`config.mk`:
```
export PLATFORM = sky130hd
export DESIGN_NAME = uart_rx_fifo
export DESIGN_NICKNAME = d
export VERILOG_FILES = /design/src/rtl/uart_pkg.sv /design/src/rtl/uart_rx_fifo_mem.sv /design/src/rtl/uart_rx_fifo.sv
export SDC_FILE = /design/constraint.sdc
export NUM_CORES = 1
export LEC_CHECK = 0
export ABC_AREA = 1
export ABC_CLOCK_PERIOD_IN_PS = 4100
export CORE_ASPECT_RATIO = 2
export CORE_UTILIZATION = 35
export DETAILED_ROUTE_END_ITERATION = 16
export GPL_ROUTABILITY_DRIVEN = 0
export HOLD_SLACK_MARGIN = 0.02
export SYNTH_ARGS = -nofsm -noshare
export SYNTH_HDL_FRONTEND = slang
export SYNTH_HIERARCHICAL = 1
export SYNTH_SLANG_ARGS = --single-unit
```
`constraint.sdc`:
```
create_clock -name clk -period 4.1 [get_ports clk]
set_clock_uncertainty 0.05 [all_clocks]
set_input_delay 0.41 -clock clk [delete_from_list [all_inputs] [get_ports clk]]
set_output_delay 0.41 -clock clk [all_outputs]
set_load 0.05 [all_outputs]
```
`src/rtl/uart_pkg.sv`:
```
`default_nettype none
// ============================================================================
// Module      : uart_pkg
// Description : Shared UART definitions used by the receiver, transmitter and
//               receive buffer.
// Revision    : 1.0 - initial release
// ============================================================================
package uart_pkg;

  localparam int UART_DATA_W = 8;

endpackage : uart_pkg
`default_nettype wire

```
`src/rtl/uart_rx_fifo_mem.sv`:
```
`default_nettype none
// ============================================================================
// Module      : uart_rx_fifo_mem
// Description : Byte storage for the UART receive buffer. It has one
//               synchronous write port and one asynchronous read port.
// Revision    : 1.0 - initial release
// ============================================================================
module uart_rx_fifo_mem
  import uart_pkg::*;
#(
  parameter int DEPTH  = 16,
  parameter int ADDR_W = $clog2(DEPTH)
) (
  input  logic                   clk,
  input  logic                   we,
  input  logic [ADDR_W-1:0]      waddr,
  input  logic [UART_DATA_W-1:0] wdata,
  input  logic [ADDR_W-1:0]      raddr,
  output logic [UART_DATA_W-1:0] rdata
);

  // Contents are left unreset so the array can map onto distributed RAM.
  logic [UART_DATA_W-1:0] r_mem [DEPTH];

  always_ff @(posedge clk) begin
    if (we) begin
      r_mem[waddr] <= wdata;
    end
  end

  assign rdata = r_mem[raddr];

endmodule : uart_rx_fifo_mem
`default_nettype wire

```
`src/rtl/uart_rx_fifo.sv`:
```
`default_nettype none
// ============================================================================
// Module      : uart_rx_fifo
// Description : First-word-fall-through receive buffer behind the UART
//               receiver. It tracks the fill level, raises a level interrupt
//               at a threshold and keeps a sticky overrun flag.
// Revision    : 1.0 - initial release
// ============================================================================
module uart_rx_fifo
  import uart_pkg::*;
#(
  parameter int DEPTH         = 16,
  parameter int IRQ_THRESHOLD = 1
) (
  input  logic                      clk,
  input  logic                      reset,
  input  logic [UART_DATA_W-1:0]    rx_data,
  input  logic                      rx_valid,
  input  logic                      pop,
  input  logic                      flush,
  input  logic                      overrun_clr,
  output logic [UART_DATA_W-1:0]    rd_data,
  output logic                      empty,
  output logic                      full,
  output logic [$clog2(DEPTH):0]    count,
  output logic                      overrun,
  output logic                      irq
);

  localparam int                 c_PTR_W    = $clog2(DEPTH);
  localparam int                 c_CNT_W    = c_PTR_W + 1;
  localparam logic [c_CNT_W-1:0] c_FULL_CNT = c_CNT_W'(DEPTH);
  localparam logic [c_CNT_W-1:0] c_IRQ_CNT  = c_CNT_W'(IRQ_THRESHOLD);

  logic [c_PTR_W-1:0]     r_wptr;
  logic [c_PTR_W-1:0]     r_rptr;
  logic [c_CNT_W-1:0]     r_count;
  logic                   r_overrun;

  logic                   w_empty;
  logic                   w_full;
  logic                   w_push;
  logic                   w_pop;
  logic                   w_drop;
  logic [UART_DATA_W-1:0] w_head;

  assign w_empty = (r_count == '0);
  assign w_full  = (r_count == c_FULL_CNT);

  // Flush overrides both sides. A pop on a full buffer makes room for an
  // incoming byte in the same cycle.
  assign w_pop  = pop && !w_empty && !flush;
  assign w_push = rx_valid && !flush && (!w_full || w_pop);
  assign w_drop = rx_valid && !flush && w_full && !pop;

  always_ff @(posedge clk) begin
    if (reset || flush) begin
      r_wptr  <= '0;
      r_rptr  <= '0;
      r_count <= '0;
    end else begin
      if (w_push) begin
        r_wptr <= r_wptr + c_PTR_W'(1);
      end
      if (w_pop) begin
        r_rptr <= r_rptr + c_PTR_W'(1);
      end
      case ({w_push, w_pop})
        2'b10:   r_count <= r_count + c_CNT_W'(1);
        2'b01:   r_count <= r_count - c_CNT_W'(1);
        default: r_count <= r_count;
      endcase
    end
  end

  // A drop wins over a clear issued in the same cycle.
  always_ff @(posedge clk) begin
    if (reset) begin
      r_overrun <= 1'b0;
    end else if (w_drop) begin
      r_overrun <= 1'b1;
    end else if (overrun_clr) begin
      r_overrun <= 1'b0;
    end
  end

  uart_rx_fifo_mem #(
    .DEPTH  (DEPTH),
    .ADDR_W (c_PTR_W)
  ) u_mem (
    .clk   (clk),
    .we    (w_push),
    .waddr (r_wptr),
    .wdata (rx_data),
    .raddr (r_rptr),
    .rdata (w_head)
  );

  assign rd_data = w_empty ? '0 : w_head;
  assign empty   = w_empty;
  assign full    = w_full;
  assign count   = r_count;
  assign overrun = r_overrun;
  assign irq     = (r_count >= c_IRQ_CNT);

endmodule : uart_rx_fifo
`default_nettype wire

```
==> flow_summary_export.csv, run 1 <==
group,metric,value,unit
routing,ant_nets,0,
timing,slew_viol_final,0,
timing,totalNegativeSetupSlack,0,ns
flow_run,drv_cap,0,
clocking,cts_tree,"yes",
timing,rsz0062_at_grt,"no",
timing,relSlewSlack,0.3545,
hold_path,min-delay-start,"overrun",
critical_path,arrival,2.86,ns
routing,drt_wl_total,15.53,mm
synth,synth_area_per_cell,9.597,sq um
clocking,clock_sinks,142,
finish,mostFrequentLayoutCells,"nand2_1, edfxtp_1, inv_1, nand3_1, clkdlybuf4s50_1",
timing,worst_pin_slew,0.9646,ns
synth,synth_flop_cell,"edfxtp_1",
critical_path,cp-start-kind,"flop",
placed_design,dp.cells,920,
finish,multi_input_area,0.001813,sq mm
synth,syn_nets,712,
critical_path,cp_max_fo,66,
placed_design,hpwl,10.40,mm
finish,layout-drive-gt1-share,0.08288,
synth,synth_warnings,6,
global_route,grt_antenna_before_repair,0,
clocking,cts_htree_levels,4,
power_and_ir_drop,p_leak,3.302,nW
critical_path,cp-startpoint,"r_rptr[0]",
placed_design,post-place-ws,1.214,ns
clocking,cts_buffers,17,
critical_path,cp_num_cells,10,
floorplanning,die_h,196.8,um
critical_path,endpoint,"rd_data[2]",
routing,drt_pass1_iterations,5,
finish,n_antenna_cell,0,
synth,async_reset_ff_frac,0,
critical_path,cpLargestDelayFamily,"buffers and inverters",
timing,finalCritPeriodShare,0.8092,
finish,final_area,0.007759,sq mm
floorplanning,rows,70,
critical_path,cpMostUsedCell,"nand2_1",
critical_path,r2r-end,"u_mem/r_mem[0][4]",
floorplanning,initial_core_util,0.3611,
clocking,cts_hold_buf,0,
global_route,grt_pass1_vias,4578,
timing,final.setup.worst_slack,0.7821,ns
clocking,clk_latency,0.42,ns
finish,area_growth,16.82,%
floorplanning,io_pins,31,
synth,synthCells,692,
global_route,overflow,0,
critical_path,slowest_delay,0.79,ns
power_and_ir_drop,powerDensity,450.3,mW/mm^2
placed_design,port_buffers,30,
clocking,cts_setup_buffers,0,
synth,synth_seq_area_share,0.6209,
floorplanning,die_w,99.41,um
global_route,track_usage,0.1692,
finish,layout.nets,743,
synth,ys_ff_latch,142,
critical_path,cp_slowest_cell,"clkdlybuf4s50_1",
finish,final_cells,952,
critical_path,r2r_slack,1.51,ns
critical_path,endpoint_kind,"primary output",
finish,n_fill_cell,1735,
synth,syn_area,0.006641,sq mm
floorplanning,die-area,0.01956,sq mm
global_route,grt_max_degree,67,
timing,hold_violations,0,
critical_path,path_cells,"buf_4 > nand2_1 > nand2_1 > nand2_1 > nand3_1 > nand3_1 > nand2_1 > nand2_1 > inv_1 > clkdlybuf4s50_1",
routing,vias,4649,
timing,max_freq,301.4,MHz
synth,synth_edf_count,128,
critical_path,critPathKind,"flop to primary output",
routing,vias_per_cell,4.883,
critical_path,critical_path_required,3.64,ns
finish,seqCellArea,0.004125,sq mm
outcome,outcome,"finished, final reports clean",
global_route,grt_pass1_wl,24.27,mm
clocking,clock_tree.root_cell,"clkbuf_16",
routing,wl_per_cell,16.32,um
power_and_ir_drop,peakVddDrop,0.2866,mV
clocking,cts-resized-gates,0,
critical_path,cp_num_buf_inv,3,
timing,finalSetupViolations,0,
clocking,cts.clk_slew.worst_paths,0.06,ns
finish,layout_commonest_cell,"nand2_1",
critical_path,rr_worst_depth,9,
synth,synth_cell_types,31,
hold_path,hp-class,"flop to flop",
routing,dr.first_iter.drc_count,290,
placed_design,place_area,0.007092,sq mm
floorplanning,core_area,0.01839,sq mm
critical_path,r2r_start,"count[0]",
timing,min_period,3.318,ns
routing,drc,0,
clocking,clock_path_buffers,2,
## sequential cells by signal (all words and copies together) (netlist names)
register	flops
u_mem/r_mem	128
r_rptr	4
count	5
overrun	1
r_wptr	4
## synthesized netlist by cell type, types with 2 or more instances
cell type / n / share of area
o21ai_1: 3 / 0.0023
nand3b_1: 2 / 0.0023
buf_2: 14 / 0.011
xor2_1: 2 / 0.0026
nand2_1: 209 / 0.12
inv_1: 123 / 0.070
a21oi_1: 8 / 0.0060
dfxtp_1: 14 / 0.042
nand3_1: 110 / 0.083
buf_6: 8 / 0.014
buf_4: 4 / 0.0045
nand2_4: 2 / 0.0034
edfxtp_1: 128 / 0.58
nand2_2: 3 / 0.0028
o21ai_0: 2 / 0.0015
nor2_1: 27 / 0.015
nand3_4: 3 / 0.0079
inv_2: 8 / 0.0045
nand4_1: 2 / 0.0019
xnor2_1: 3 / 0.0040
nor2_2: 2 / 0.0019
ha_1: 6 / 0.011
## cell type report
| class | count | share of cell area |
|---|---|---|
| Inverter | 132 | 0.06386 |
| Sequential cell | 142 | 0.5317 |
| Clock buffer | 27 | 0.07886 |
| Tap cell | 216 | 0.03483 |
| Timing Repair Buffer | 40 | 0.04999 |
| Multi-Input combinational cell | 390 | 0.2337 |
| Clock inverter | 5 | 0.007096 |
## power breakdown
part	switching (mW)	leakage, nW	total (mW)	internal [mW]
sequential	0.00761	1.27	1.59	1.59
combinational	0.168	1.71	0.243	0.0749
clock	0.568	0.323	1.66	1.09
## stage by stage
stage                     hold WS, ns    util  power, mW
final                          0.4215  0.4218      3.494
after global placement         0.4100  0.3856      1.869
after CTS                      0.4246  0.4218      3.520
after global routing           0.4577  0.4218      3.586
after detailed placement       0.4109  0.3856      1.871
after floorplan                0.3932       -      1.786
## cell families (layout without fill, tap and decap cells)
logic type | after synthesis | count (layout) | synth area share
AOI/OAI and AO/OA | 15 | 15 | 0.01243
xor gates and xnor gates | 5 | 5 | 0.006595
adders and majority gates | 6 | 6 | 0.01130
buffers and inverters | 160 | 204 | 0.1061
DFF | 142 | 142 | 0.6210
and+or+nand+nor | 364 | 364 | 0.2427
## per-layer routing
| metal | global-route usage | part of all wire |
|---|---|---|
| met5 | 0 | 0 |
| met4 | 0.08715 | 0.037 |
| met3 | 0.03121 | 0.033 |
| met2 | 0.3243 | 0.57 |
| met1 | 0.1694 | 0.36 |
## tightest hold or removal path, delay by kind of cell (launching register included)
kind	cells	cell delay (ns)
flip-flops	1	0.31
AND/OR/NAND/NOR	1	0.06
AO/OA/AOI/OAI	1	0.05
## worst min-delay path by stage
stage	endpoint	slack, ns	cells after the start
after floorplan	r_rptr[3]	0.39	2
after global placement	overrun	0.41	2
after detailed placement	overrun	0.41	2
after CTS	overrun	0.42	2
after global routing	overrun	0.46	2
final	overrun	0.42	2
Power figures use the tool's default switching activity.
==> run 2: changes to the inputs <==
ABC_CLOCK_PERIOD_IN_PS = 3100   (was 4100)
clock period = 3.1 ns   (was 4.1 ns; I/O delays follow)
==> flow_summary_export.csv, run 2 (synthesized netlist as in run 1, its figures left out) <==
group,metric,value,unit
critical_path,r2r_start,"count[0]",
clocking,cts_htree_levels,4,
floorplanning,rows,70,
hold_path,hp-class,"input pin to flop",
routing,wl_per_cell,16.44,um
clocking,clk_latency,0.42,ns
routing,dr.first_iter.drc_count,202,
clocking,clock_tree.root_cell,"clkbuf_16",
critical_path,cpMostUsedCell,"inv_1",
timing,hold_violations,0,
power_and_ir_drop,peakVddDrop,0.4020,mV
routing,ant_nets,0,
critical_path,r2r-end,"u_mem/r_mem[14][7]",
global_route,grt_antenna_before_repair,0,
timing,relSlewSlack,0.4345,
critical_path,cp_num_buf_inv,3,
routing,wl_met1,5.456,mm
finish,final_cells,956,
finish,layout-drive-gt1-share,0.1014,
critical_path,arrival,2.30,ns
clocking,cts_setup_buffers,0,
critical_path,cp_slowest_cell,"clkdlybuf4s50_1",
routing,drt_wl_total,15.71,mm
timing,max_freq,375.6,MHz
routing,vias_per_cell,4.717,
critical_path,endpoint_kind,"primary output",
finish,seqCellArea,0.004125,sq mm
timing,min_period,2.662,ns
finish,largest_reg_flops,128,
clocking,cts_tree,"yes",
timing,rsz0062_at_grt,"no",
hold_path,min-delay-start,"reset",
critical_path,slowest_delay,0.80,ns
clocking,cts-resized-gates,0,
critical_path,rr_worst_depth,9,
hold_path,holdPathStages,2,
finish,area_growth,16.80,%
power_and_ir_drop,p_leak,3.314,nW
finish,multi_input_area,0.001813,sq mm
placed_design,port_buffers,30,
placed_design,hpwl,10.70,mm
critical_path,critical_path_required,2.74,ns
finish,layout_commonest_cell,"nand2_1",
power_and_ir_drop,powerDensity,597.1,mW/mm^2
outcome,outcome,"finished, final reports clean",
routing,met2_length,8.903,mm
finish,n_antenna_cell,0,
timing,finalCritPeriodShare,0.8588,
finish,n_fill_cell,1772,
critical_path,cp-startpoint,"count[0]",
timing,slew_viol_final,0,
critical_path,r2r_slack,0.68,ns
hold_path,holdPathEnd,"overrun",
global_route,track_usage,0.1718,
routing,top_layer,"met4",
floorplanning,initial_core_util,0.3611,
floorplanning,die_h,196.8,um
finish,largest-register,"u_mem/r_mem",
floorplanning,die_w,99.41,um
clocking,cts.clk_slew.worst_paths,0.06,ns
routing,vias,4509,
finish,post-route-util,0.4218,
critical_path,cpLargestDelayFamily,"buffers and inverters",
flow_run,drv_cap,0,
clocking,clock_path_buffers,2,
placed_design,dp.cells,924,
finish,final_area,0.007757,sq mm
placed_design,place_area,0.007114,sq mm
global_route,grt_pass1_wl,23.89,mm
clocking,cts_hold_buf,0,
finish,mostFrequentLayoutCells,"nand2_1, edfxtp_1, inv_1, nand3_1, nor2_1",
critical_path,cp_max_fo,12,
critical_path,critPathKind,"flop to primary output",
timing,totalNegativeSetupSlack,0,ns
routing,wl_met3,448,um
timing,finalSetupViolations,0,
critical_path,path_cells,"inv_1 > ha_1 > nand3_4 > inv_1 > clkdlybuf4s50_1",
clocking,clock_sinks,142,
global_route,grt_pass1_vias,4450,
clocking,cts_buffers,17,
routing,drt_pass1_iterations,4,
global_route,grt_max_degree,66,
finish,layout.nets,747,
routing,drc,0,
floorplanning,core_area,0.01839,sq mm
timing,worst_pin_slew,0.8457,ns
floorplanning,io_pins,31,
critical_path,cp-start-kind,"flop",
floorplanning,die-area,0.01956,sq mm
global_route,overflow,0,
-- run 2: worst max-delay path by stage --
stage                               endpoint  cells after the start  slack (ns)
after floorplan           u_mem/r_mem[12][0]                      9        0.45
after global placement    u_mem/r_mem[15][5]                      7        0.57
after detailed placement   u_mem/r_mem[7][0]                      7        0.52
after CTS                              empty                      5        0.42
after global routing              rd_data[6]                     11        0.31
final                                  empty                      5        0.44
-- run 2: final cells by class --
class                   instances  area share
flip-flops and latches        142      0.5318
clock inverters                15     0.02806
repair buffers                 44     0.05290
inverters                     132     0.06387
clock buffers                  17     0.05484
multi-input cells             390      0.2337
well taps                     216     0.03484
-- run 2: per-layer routing --
metal	track usage	vias to the layer above
met5	0	-
met4	0.1258	0
met3	0.02801	48
met2	0.3282	100
met1	0.1593	2087
li1	-	2274
-- run 2: power breakdown --
part | internal (mW) | leakage, nW | total (mW) | switching [mW]
clock network | 1.42 | 0.297 | 2.19 | 0.766
registers | 2.10 | 1.27 | 2.11 | 0.0101
logic | 0.0978 | 1.75 | 0.334 | 0.237
-- run 2: per-stage QoR --
step	worst slack (ns)	hold WS [ns]	total power [mW]
floorplan	0.4509	0.3291	2.362
global placement	0.5663	0.4087	2.486
detailed placement	0.5165	0.4059	2.486
CTS	0.4158	0.3882	4.665
global route	0.3120	0.4158	4.756
finish	0.4377	0.4036	4.632
